### config.mk
export PLATFORM = sky130hd
export DESIGN_NAME = tt_mux_sel_driver
export DESIGN_NICKNAME = d
export VERILOG_FILES = /design/src/rtl/tt_mux_sel_pkg.sv /design/src/rtl/tt_mux_sel_timer.sv /design/src/rtl/tt_mux_sel_driver.sv
export SDC_FILE = /design/constraint.sdc
export NUM_CORES = 1
export LEC_CHECK = 0
export CAP_MARGIN = 20
export CORE_ASPECT_RATIO = 0.7
export CORE_MARGIN = 2
export CORE_UTILIZATION = 61
export CTS_CLUSTER_DIAMETER = 30
export DETAILED_ROUTE_END_ITERATION = 12
export HOLD_SLACK_MARGIN = 0.08
export MAX_ROUTING_LAYER = met4
export PLACE_DENSITY = 0.95
export REMOVE_ABC_BUFFERS = 1
export SKIP_CTS_REPAIR_TIMING = 1
export SLEW_MARGIN = 40
export SYNTH_ARGS = -nofsm -noshare
export SYNTH_HDL_FRONTEND = slang
export SYNTH_HIERARCHICAL = 1
export SYNTH_SLANG_ARGS = --single-unit
### constraint.sdc
create_clock -name clk -period 7.2 [get_ports clk]
set_input_delay 1.8 -clock clk [delete_from_list [all_inputs] [get_ports clk]]
set_output_delay 1.8 -clock clk [all_outputs]
set_load 0.05 [all_outputs]
### src/rtl/tt_mux_sel_pkg.sv
// Shared types and path-decision helpers for the TinyTapeout mux selection driver.
package tt_mux_sel_pkg;

   localparam int DEF_ADDR_W = 10;

   typedef enum logic [2:0] {
      ST_IDLE,
      ST_DIS,
      ST_RST_LO,
      ST_RST_HI,
      ST_INC_HI,
      ST_INC_LO,
      ST_SETTLE,
      ST_FIN
   } sel_state_e;

   // Counting up from the known address is only possible when it is known and not behind us.
   function automatic logic sel_full(input logic [31:0] addr, input logic [31:0] cur,
                                     input logic cur_valid, input logic force_rst);
      return !cur_valid || force_rst || (addr < cur);
   endfunction

   function automatic logic [31:0] sel_inc_count(input logic [31:0] addr, input logic [31:0] cur,
                                                 input logic full);
      return full ? addr : addr - cur;
   endfunction

endpackage

### src/rtl/tt_mux_sel_timer.sv
// Loadable down-counter shared by every timed state; tc is high once the count reaches zero.
module tt_mux_sel_timer #(
   parameter int TW = 3
) (
   input  logic          clk,
   input  logic          rst_n,
   input  logic          load,
   input  logic [TW-1:0] load_val,
   output logic          tc
);

   logic [TW-1:0] cnt;

   always_ff @(posedge clk or negedge rst_n) begin
      if (!rst_n)              cnt <= '0;
      else if (load)           cnt <= load_val;
      else if (cnt != '0)      cnt <= cnt - TW'(1);
   end

   assign tc = (cnt == '0);

endmodule

### src/rtl/tt_mux_sel_driver.sv
// Selection-controller end of the TinyTapeout mux protocol: disables, resets/increments
// the mux address counter with timed pulses, settles and re-enables the target design.
module tt_mux_sel_driver
   import tt_mux_sel_pkg::*;
#(
   parameter int ADDR_W        = DEF_ADDR_W,
   parameter int PULSE_CYCLES  = 2,
   parameter int SETTLE_CYCLES = 3
) (
   input  logic              clk,
   input  logic              rst_n,
   input  logic              req_valid,
   output logic              req_ready,
   input  logic [ADDR_W-1:0] req_addr,
   input  logic              req_ena,
   input  logic              req_force_rst,
   output logic              ctrl_sel_rst_n,
   output logic              ctrl_sel_inc,
   output logic              ctrl_ena,
   output logic              busy,
   output logic              done,
   output logic [ADDR_W-1:0] cur_addr,
   output logic              cur_valid
);

   localparam int MAXC = (PULSE_CYCLES > SETTLE_CYCLES) ? PULSE_CYCLES : SETTLE_CYCLES;
   localparam int TW   = $clog2(MAXC) + 1;

   sel_state_e        state, nxt;
   logic [ADDR_W-1:0] addr_q, inc_cnt_q, path_cnt;
   logic              ena_q, force_q, started_q;
   logic              accept, full_path, tc, load;
   logic [TW-1:0]     load_val;

   assign accept    = req_valid && req_ready;
   assign full_path = sel_full(32'(addr_q), 32'(cur_addr), cur_valid, force_q);
   assign path_cnt  = ADDR_W'(sel_inc_count(32'(addr_q), 32'(cur_addr), full_path));

   always_comb begin
      nxt = state;
      case (state)
         ST_IDLE:   if (accept) nxt = ST_DIS;
         ST_DIS:    if (tc) nxt = full_path ? ST_RST_LO :
                                  ((path_cnt != '0) ? ST_INC_HI : ST_SETTLE);
         ST_RST_LO: if (tc) nxt = ST_RST_HI;
         ST_RST_HI: if (tc) nxt = (inc_cnt_q != '0) ? ST_INC_HI : ST_SETTLE;
         ST_INC_HI: if (tc) nxt = ST_INC_LO;
         // inc_cnt_q is decremented on this exit, so 1 means the last pulse just ended
         ST_INC_LO: if (tc) nxt = (inc_cnt_q != ADDR_W'(1)) ? ST_INC_HI : ST_SETTLE;
         ST_SETTLE: if (tc) nxt = ST_FIN;
         ST_FIN:    nxt = ST_IDLE;
         default:   nxt = ST_IDLE;
      endcase
   end

   // Every state change reloads the timer with the duration of the state being entered.
   assign load = (nxt != state);

   always_comb begin
      load_val = TW'(SETTLE_CYCLES - 1);
      case (nxt)
         ST_RST_LO, ST_RST_HI, ST_INC_HI, ST_INC_LO: load_val = TW'(PULSE_CYCLES - 1);
         default:                                    load_val = TW'(SETTLE_CYCLES - 1);
      endcase
   end

   tt_mux_sel_timer #(.TW(TW)) u_timer (
      .clk      (clk),
      .rst_n    (rst_n),
      .load     (load),
      .load_val (load_val),
      .tc       (tc)
   );

   always_ff @(posedge clk or negedge rst_n) begin
      if (!rst_n) begin
         state          <= ST_IDLE;
         addr_q         <= '0;
         inc_cnt_q      <= '0;
         ena_q          <= 1'b0;
         force_q        <= 1'b0;
         started_q      <= 1'b0;
         cur_addr       <= '0;
         cur_valid      <= 1'b0;
         req_ready      <= 1'b0;
         busy           <= 1'b0;
         done           <= 1'b0;
         ctrl_sel_rst_n <= 1'b0;
         ctrl_sel_inc   <= 1'b0;
         ctrl_ena       <= 1'b0;
      end else begin
         state <= nxt;
         if (accept) begin
            addr_q    <= req_addr;
            ena_q     <= req_ena;
            force_q   <= req_force_rst;
            started_q <= 1'b1;
         end
         if (state == ST_DIS && tc) inc_cnt_q <= path_cnt;
         if (state == ST_RST_LO && tc) begin
            cur_addr  <= '0;
            cur_valid <= 1'b1;
         end
         if (state == ST_INC_HI && tc) cur_addr  <= cur_addr + ADDR_W'(1);
         if (state == ST_INC_LO && tc) inc_cnt_q <= inc_cnt_q - ADDR_W'(1);

         // Pins are registered from the next state so they line up with the state register.
         req_ready      <= (nxt == ST_IDLE);
         busy           <= (nxt != ST_IDLE);
         done           <= (nxt == ST_FIN);
         ctrl_sel_inc   <= (nxt == ST_INC_HI);
         ctrl_sel_rst_n <= (nxt != ST_RST_LO) && (started_q || accept);
         if (nxt == ST_FIN)       ctrl_ena <= ena_q;
         else if (nxt != ST_IDLE) ctrl_ena <= 1'b0;
      end
   end

endmodule

Word level (Yosys, flattened, before mapping)
Cells that the tools add are included.
{"block": "totals", "reg_bits": 46, "output_inout_bits": 17}
{"block": "classes", "add_sub_neg": 4, "mux": 22, "order_cmp": 1, "n_reduce_logical": 22, "n_eq_ne": 15}
{"cell": "$mux 10", "count": 5}
{"cell": "$mux 3", "count": 10}
{"cell": "$pmux 3 s8", "count": 1}
{"cell": "$eq 3x3->1 const B", "count": 7}
{"cell": "$reduce_bool 10->1", "count": 2}
{"cell": "$eq 3x2->1 const B", "count": 4}
{"cell": "$add 10x1->10 const B", "count": 1}
{"cell": "$lt 10x10->1", "count": 1}
{"cell": "$ne 10x1->1 const B", "count": 1}
{"cell": "$sub 10x1->10 const B", "count": 1}
{"cell": "$sub 10x10->10", "count": 1}
{"cell": "$logic_not 3->1", "count": 3}
{"cell": "$mux 2", "count": 4}
{"cell": "$reduce_bool 2->1", "count": 4}
{"cell": "$logic_and 1x1->1", "count": 6}
{"cell": "$reduce_bool 3->1", "count": 2}
{"cell": "$reduce_or 4->1", "count": 1}
{"cell": "$eq 3x1->1 const B", "count": 1}
{"cell": "$logic_or 1x1->1", "count": 3}
{"cell": "$ne 3x2->1 const B", "count": 1}
{"cell": "$ne 3x3->1", "count": 1}
{"cell": "$sub 3x1->3 const B", "count": 1}
{"cell": "$mux 1", "count": 2}
{"cell": "$logic_not 1->1", "count": 1}

Depth between registers and ports, before layout
{"block": "depth", "word_depth": 13, "depth_mapped": 13, "mapped_depth_nobuf": 13}

Modules after synthesis
Netlist, hierarchy kept.
{"mod": "tt_mux_sel_driver", "area_per_inst_um2": 2657.5, "cells_per_inst": 282, "instances": 1}
{"mod": "tt_mux_sel_timer", "area_per_inst_um2": 201.4, "cells_per_inst": 21, "instances": 1}

Least setup slack after synthesis
OpenSTA, ideal clock, no wires.
{"block": "synth_timing", "path_type": "register to register", "start": "reg cur_addr[0]", "end": "reg u_timer.cnt[0]", "slack_ns": 3.696, "n_path_buf": 0, "stages_incl_launch_ff": 12, "arrival_time_ns": 3.401, "synth_period_minus_slack_ns": 3.504, "cell_sequence": "dfrtp_1 -> ha_1 -> inv_1 -> fa_1 -> a31o_1 -> xor2_1 -> or3_1 -> o41a_1 -> o41ai_4 -> xor2_1 -> inv_1 -> a221oi_1"}
{"block": "synth_between", "elab_chain_cells": 12}
{"element": "start: declaration", "line_no": "tt_mux_sel_driver.sv:22", "text": "output logic [ADDR_W-1:0] cur_addr,"}
{"element": "start signal: assignment", "line_no": "tt_mux_sel_driver.sv:104", "text": "if (state == ST_INC_HI && tc) cur_addr <= cur_addr + ADDR_W'(1);"}
{"element": "$lt 10x10->1", "line_no": "tt_mux_sel_pkg.sv:20", "text": "return !cur_valid || force_rst || (addr < cur);"}
{"element": "$logic_or 1x1->1", "line_no": "tt_mux_sel_pkg.sv:20"}
{"element": "$mux 10", "line_no": "tt_mux_sel_pkg.sv:25", "text": "return full ? addr : addr - cur;"}
{"element": "$reduce_bool 10->1", "line_no": "tt_mux_sel_driver.sv:44", "text": "((path_cnt != '0) ? ST_INC_HI : ST_SETTLE);"}
{"element": "$mux 2", "line_no": "tt_mux_sel_driver.sv:44"}
{"element": "$mux 3 * (2 in series)", "line_no": "tt_mux_sel_driver.sv:43", "text": "ST_DIS: if (tc) nxt = full_path ? ST_RST_LO :"}
{"element": "$pmux 3 s8 *", "line_no": "tt_mux_sel_driver.sv:41", "text": "case (state)"}
{"element": "named net nxt[1]", "line_no": "tt_mux_sel_driver.sv:29", "text": "sel_state_e state, nxt;"}
{"element": "$eq 3x3->1 or $eq 3x2->1 (tied branches)", "line_no": "tt_mux_sel_driver.sv:61", "text": "case (nxt)"}
{"element": "$reduce_or 4->1 *", "line_no": "tt_mux_sel_driver.sv:61"}
{"element": "$mux 2 *", "line_no": "tt_mux_sel_driver.sv:61"}
{"element": "named net load_val[0]", "line_no": "tt_mux_sel_driver.sv:33", "text": "logic [TW-1:0] load_val;"}
{"element": "$mux 3 *", "line_no": "tt_mux_sel_timer.sv:16", "text": "else if (load) cnt <= load_val;"}
{"element": "end signal: assignment", "line_no": "tt_mux_sel_timer.sv:16"}
{"element": "end signal: assignment", "line_no": "tt_mux_sel_timer.sv:17", "text": "else if (cnt != '0) cnt <= cnt - TW'(1);"}
{"element": "end: declaration", "line_no": "tt_mux_sel_timer.sv:12", "text": "logic [TW-1:0] cnt;"}
Mark *: on every way through the listed nets, which the timed path passes. The rest lies on a longest branch.
A chain may end at the register's enable or synchronous reset.

Worst setup path in the final report
{"block": "layout_timing", "start": "in req_valid", "end": "reg u_timer.cnt[0]"}
{"element": "start: declaration", "line_no": "tt_mux_sel_driver.sv:12", "text": "input logic req_valid,"}
{"element": "$logic_and 1x1->1 *", "line_no": "tt_mux_sel_driver.sv:35", "text": "assign accept = req_valid && req_ready;"}
{"element": "$mux 3 *", "line_no": "tt_mux_sel_driver.sv:42", "text": "ST_IDLE: if (accept) nxt = ST_DIS;"}
{"element": "$pmux 3 s8 *", "line_no": "tt_mux_sel_driver.sv:41"}
{"element": "$ne 3x3->1 *", "line_no": "tt_mux_sel_driver.sv:57", "text": "assign load = (nxt != state);"}
{"element": "named net load", "line_no": "tt_mux_sel_driver.sv:32", "text": "logic accept, full_path, tc, load;"}
{"element": "$mux 3 or $reduce_bool 2->1 (tied branches)"}
Marked as above.

==> results.py <==
metrics = {
    "placed_design": {
        "dpl.hpwl_mm": 4.997,
        "portBuffers": 31,
        "gp_congestion": 0.8975,
    },
    "floorplan": {
        "core_region_area_sq_um": 4429,
        "ios": 32,
        "die_x_um": 85.83,
        "row_count": 20,
        "die_y_um": 61.28,
        "die_area_sq_um": 5259,
        "start_util_pct": 64.55,
    },
    "timing": {
        "max-slew-margin-rel_pct": 46.71,
        "setup_viol": 0,
        "fin_crit_ns": 3.786,
        "worst_slew_pin_slew_ns": 0.7964,
        "finalMaxSlewViolations": 0,
        "rsz0062_at_grt": "no",
        "hold_violations": 0,
        "fmax_mhz": 264.1,
        "fin_tns_setup_ns": 0,
        "min_period_over_period_pct": 52.58,
        "finalClockSkew_ns": 0.008330,
    },
    "logic_synthesis": {
        "ys_top_cells_by_area": "dfrtp_1 40%, ha_1 6.6%, mux2_2 5.1%",
        "synth_cell_types": 58,
        "synth_area_per_cell_sq_um": 9.436,
        "ys_ff_latch": 46,
        "synthesis.instances": 303,
        "async_flop_share_pct": 100.0,
        "ys.warnings.count": 6,
        "synth_top_area_cell": "dfrtp_1",
        "synthesis.area_sq_um": 2859,
        "yosysTopAreaCellShare_pct": 40.26,
        "seq_area_frac_synth_pct": 40.26,
        "synth_edf_count": 0,
        "synthFlopType": "dfrtp_1",
    },
    "grt": {
        "antenna_found_initial": 0,
        "grt_usage_pct": 29.17,
        "grt_first_pass_wirelength_mm": 11.32,
        "use_met1_pct": 38.46,
        "grt.busiest_layer": "met2",
        "grt_max_degree": 47,
        "gr-usage-met2_pct": 46.21,
        "met3_usage_pct": 5.898,
        "grt_pass1_vias": 2392,
        "grt_overflow": 0,
    },
    "critical_path": {
        "worstPathMaxFanout": 14,
        "path_cells": "clkdlybuf4s50_1 > nand2_1 > a21oi_1 > o211ai_1 > xnor2_1 > nor4b_1 > a221oi_1",
        "cp_slowest_cell": "nand2_1",
        "crit_path_end_kind": "flop",
        "crit_type": "input pin to flop",
        "path_delay_family": "simple AND/OR/NAND/NOR gates",
        "slowest_delay_ns": 0.48,
        "cp.required_ns": 7.36,
        "cp-start-kind": "input pin",
        "worst-path-buf-inv": 1,
        "worst_ep_arrival_time_ns": 3.95,
    },
    "drt": {
        "antenna_left": 0,
        "drt_iter0_drc": 231,
        "first_pass_iters": 10,
        "finalWirelength_mm": 6.975,
        "vias": 2539,
        "via_per_inst": 6.510,
        "drc": 2,
        "wire_per_inst_um": 17.88,
    },
    "job": {
        "cap_violations": 0,
    },
    "finish": {
        "diodes": 0,
        "synthToLayoutAreaGrowth_pct": 15.93,
        "drive_above_1_share_pct": 8.358,
        "fillers": 301,
        "fin_util_pct": 74.83,
        "finish.net_count": 365,
    },
    "power": {
        "sequentialPowerShare_pct": 34.4,
        "internal_power_mw": 0.7369,
        "power_density_nw_per_um2": 414.1,
        "clock_power_share_pct": 12.1,
        "peakVddDrop_uv": 293.3,
        "p_leak_nw": 1.375,
        "switchingPower_mw": 0.6354,
        "swShare_pct": 46.30,
        "power_frac_comb_pct": 53.5,
    },
    "clocking": {
        "cts_tree": "built",
        "cts-buffers-inserted": 5,
        "clockBufferDepth": 2,
        "insertion_delay_ns": 0.31,
        "cts_num_sinks": 46,
        "cts_root_buffer": "clkbuf_8",
        "h-tree-depth": 2,
        "clk_pin_slew_ns": 0.09,
    },
    "run_status": {
        "status": "finished, violations left",
        "violations": "design-rule violations",
    },
    "worst_hold_path": {
        "worstHoldPathType": "flop to flop",
    },
}
[area by class of cell]
cell class | count | area, sq um | area share (%)
clock buffers | 7 | 86.33 | 2.605
clock inverters | 1 | 5.005 | 0.1510
inverters | 24 | 90.09 | 2.718
multi-input cells | 225 | 1598 | 48.21
flip-flops and latches | 46 | 1151 | 34.73
well taps | 55 | 68.82 | 2.076
repair buffers | 32 | 315.3 | 9.513
[flip-flops by register name, indices dropped and copies added, names as in the netlist]
signal / flops
cur_valid: 1
ctrl_sel_rst_n: 1
inc_cnt_q: 10
busy: 1
u_timer/cnt: 3
req_ready: 1
started_q: 1
addr_q: 10
force_q: 1
done: 1
ena_q: 1
ctrl_sel_inc: 1
cur_addr: 10
ctrl_ena: 1
state: 3
[metrics by stage]
| step | area [sq um] | worst slack (ns) | std cells | total power [mW] | hold slack (ns) |
|---|---|---|---|---|---|
| floorplan | 2828 | 3.168 | 295 | 0.9820 | 0.4245 |
| global placement | 3209 | 3.323 | 382 | 1.130 | 0.4425 |
| detailed placement | 3212 | 3.122 | 382 | 1.179 | 0.4434 |
| CTS | 3303 | 3.459 | 390 | 1.353 | 0.4668 |
| global route | 3314 | 3.237 | 390 | 1.459 | 0.5220 |
| finish | 3314 | 3.414 | 390 | 1.372 | 0.4650 |
[power groups by stage]
stage	Sequential, mW	Combinational [mW]	Clock, mW
6_report	0.472	0.734	0.166
5_1_grt	0.485	0.795	0.179
4_1_cts	0.465	0.722	0.166
3_5_place_dp	0.466	0.713	0
3_3_place_gp	0.460	0.670	0
2_1_floorplan	0.469	0.513	0
[path summary, 6_finish.rpt]
path	from	endpoint	slack (ns)	cells after the start
setup / recovery	req_valid	u_timer/cnt[0]	3.41	7
hold / removal	started_q	started_q	0.46	1
setup reg to reg	cur_addr[0]	u_timer/cnt[0]	3.58	13
hold reg to reg	started_q	started_q	0.46	1
max in group asynchronous	rst_n	state[0]	5.33	1
min in group asynchronous	rst_n	cur_addr[7]	1.49	1
[Yosys cell counts, drive strengths merged, types with 5 or more instances]
cell / count
nor2b: 7
nor3: 9
xor2: 7
dfrtp: 46
xnor2: 6
clkbuf: 5
ha: 15
a21oi: 13
o21ai: 22
nor2: 15
nand3: 21
nor4b: 5
nand2: 21
mux2i: 8
mux2: 13
inv: 24
[cells in the final DEF (no fill, tap or decap), types with 13 or more instances in the layout]
cell type         n
dfrtp_1          46
ha_1             15
mux2_2           13
nor2_1           15
o21ai_0          22
clkdlybuf4s50_1  30
a21oi_1          13
inv_1            24
nand2_1          21
nand3_1          21
[routing by layer]
layer  vias to the layer above  part of all wire, %
met5                         -                    0
met4                         0                  2.2
met3                        19                  7.5
met2                       129                   46
met1                      1230                   45
li1                       1161                    -
[logic make-up after synthesis]
family,synth area share [%]
xor gates and xnor gates,3.983
buffers and inverters,4.245
AOI/OAI and AO/OA,17.24
adders and majority gates,7.265
other,0.1312
DFF,40.26
and+or+nand+nor,18.95
muxes,7.921
No activity file was read; power rests on OpenSTA's default activity.
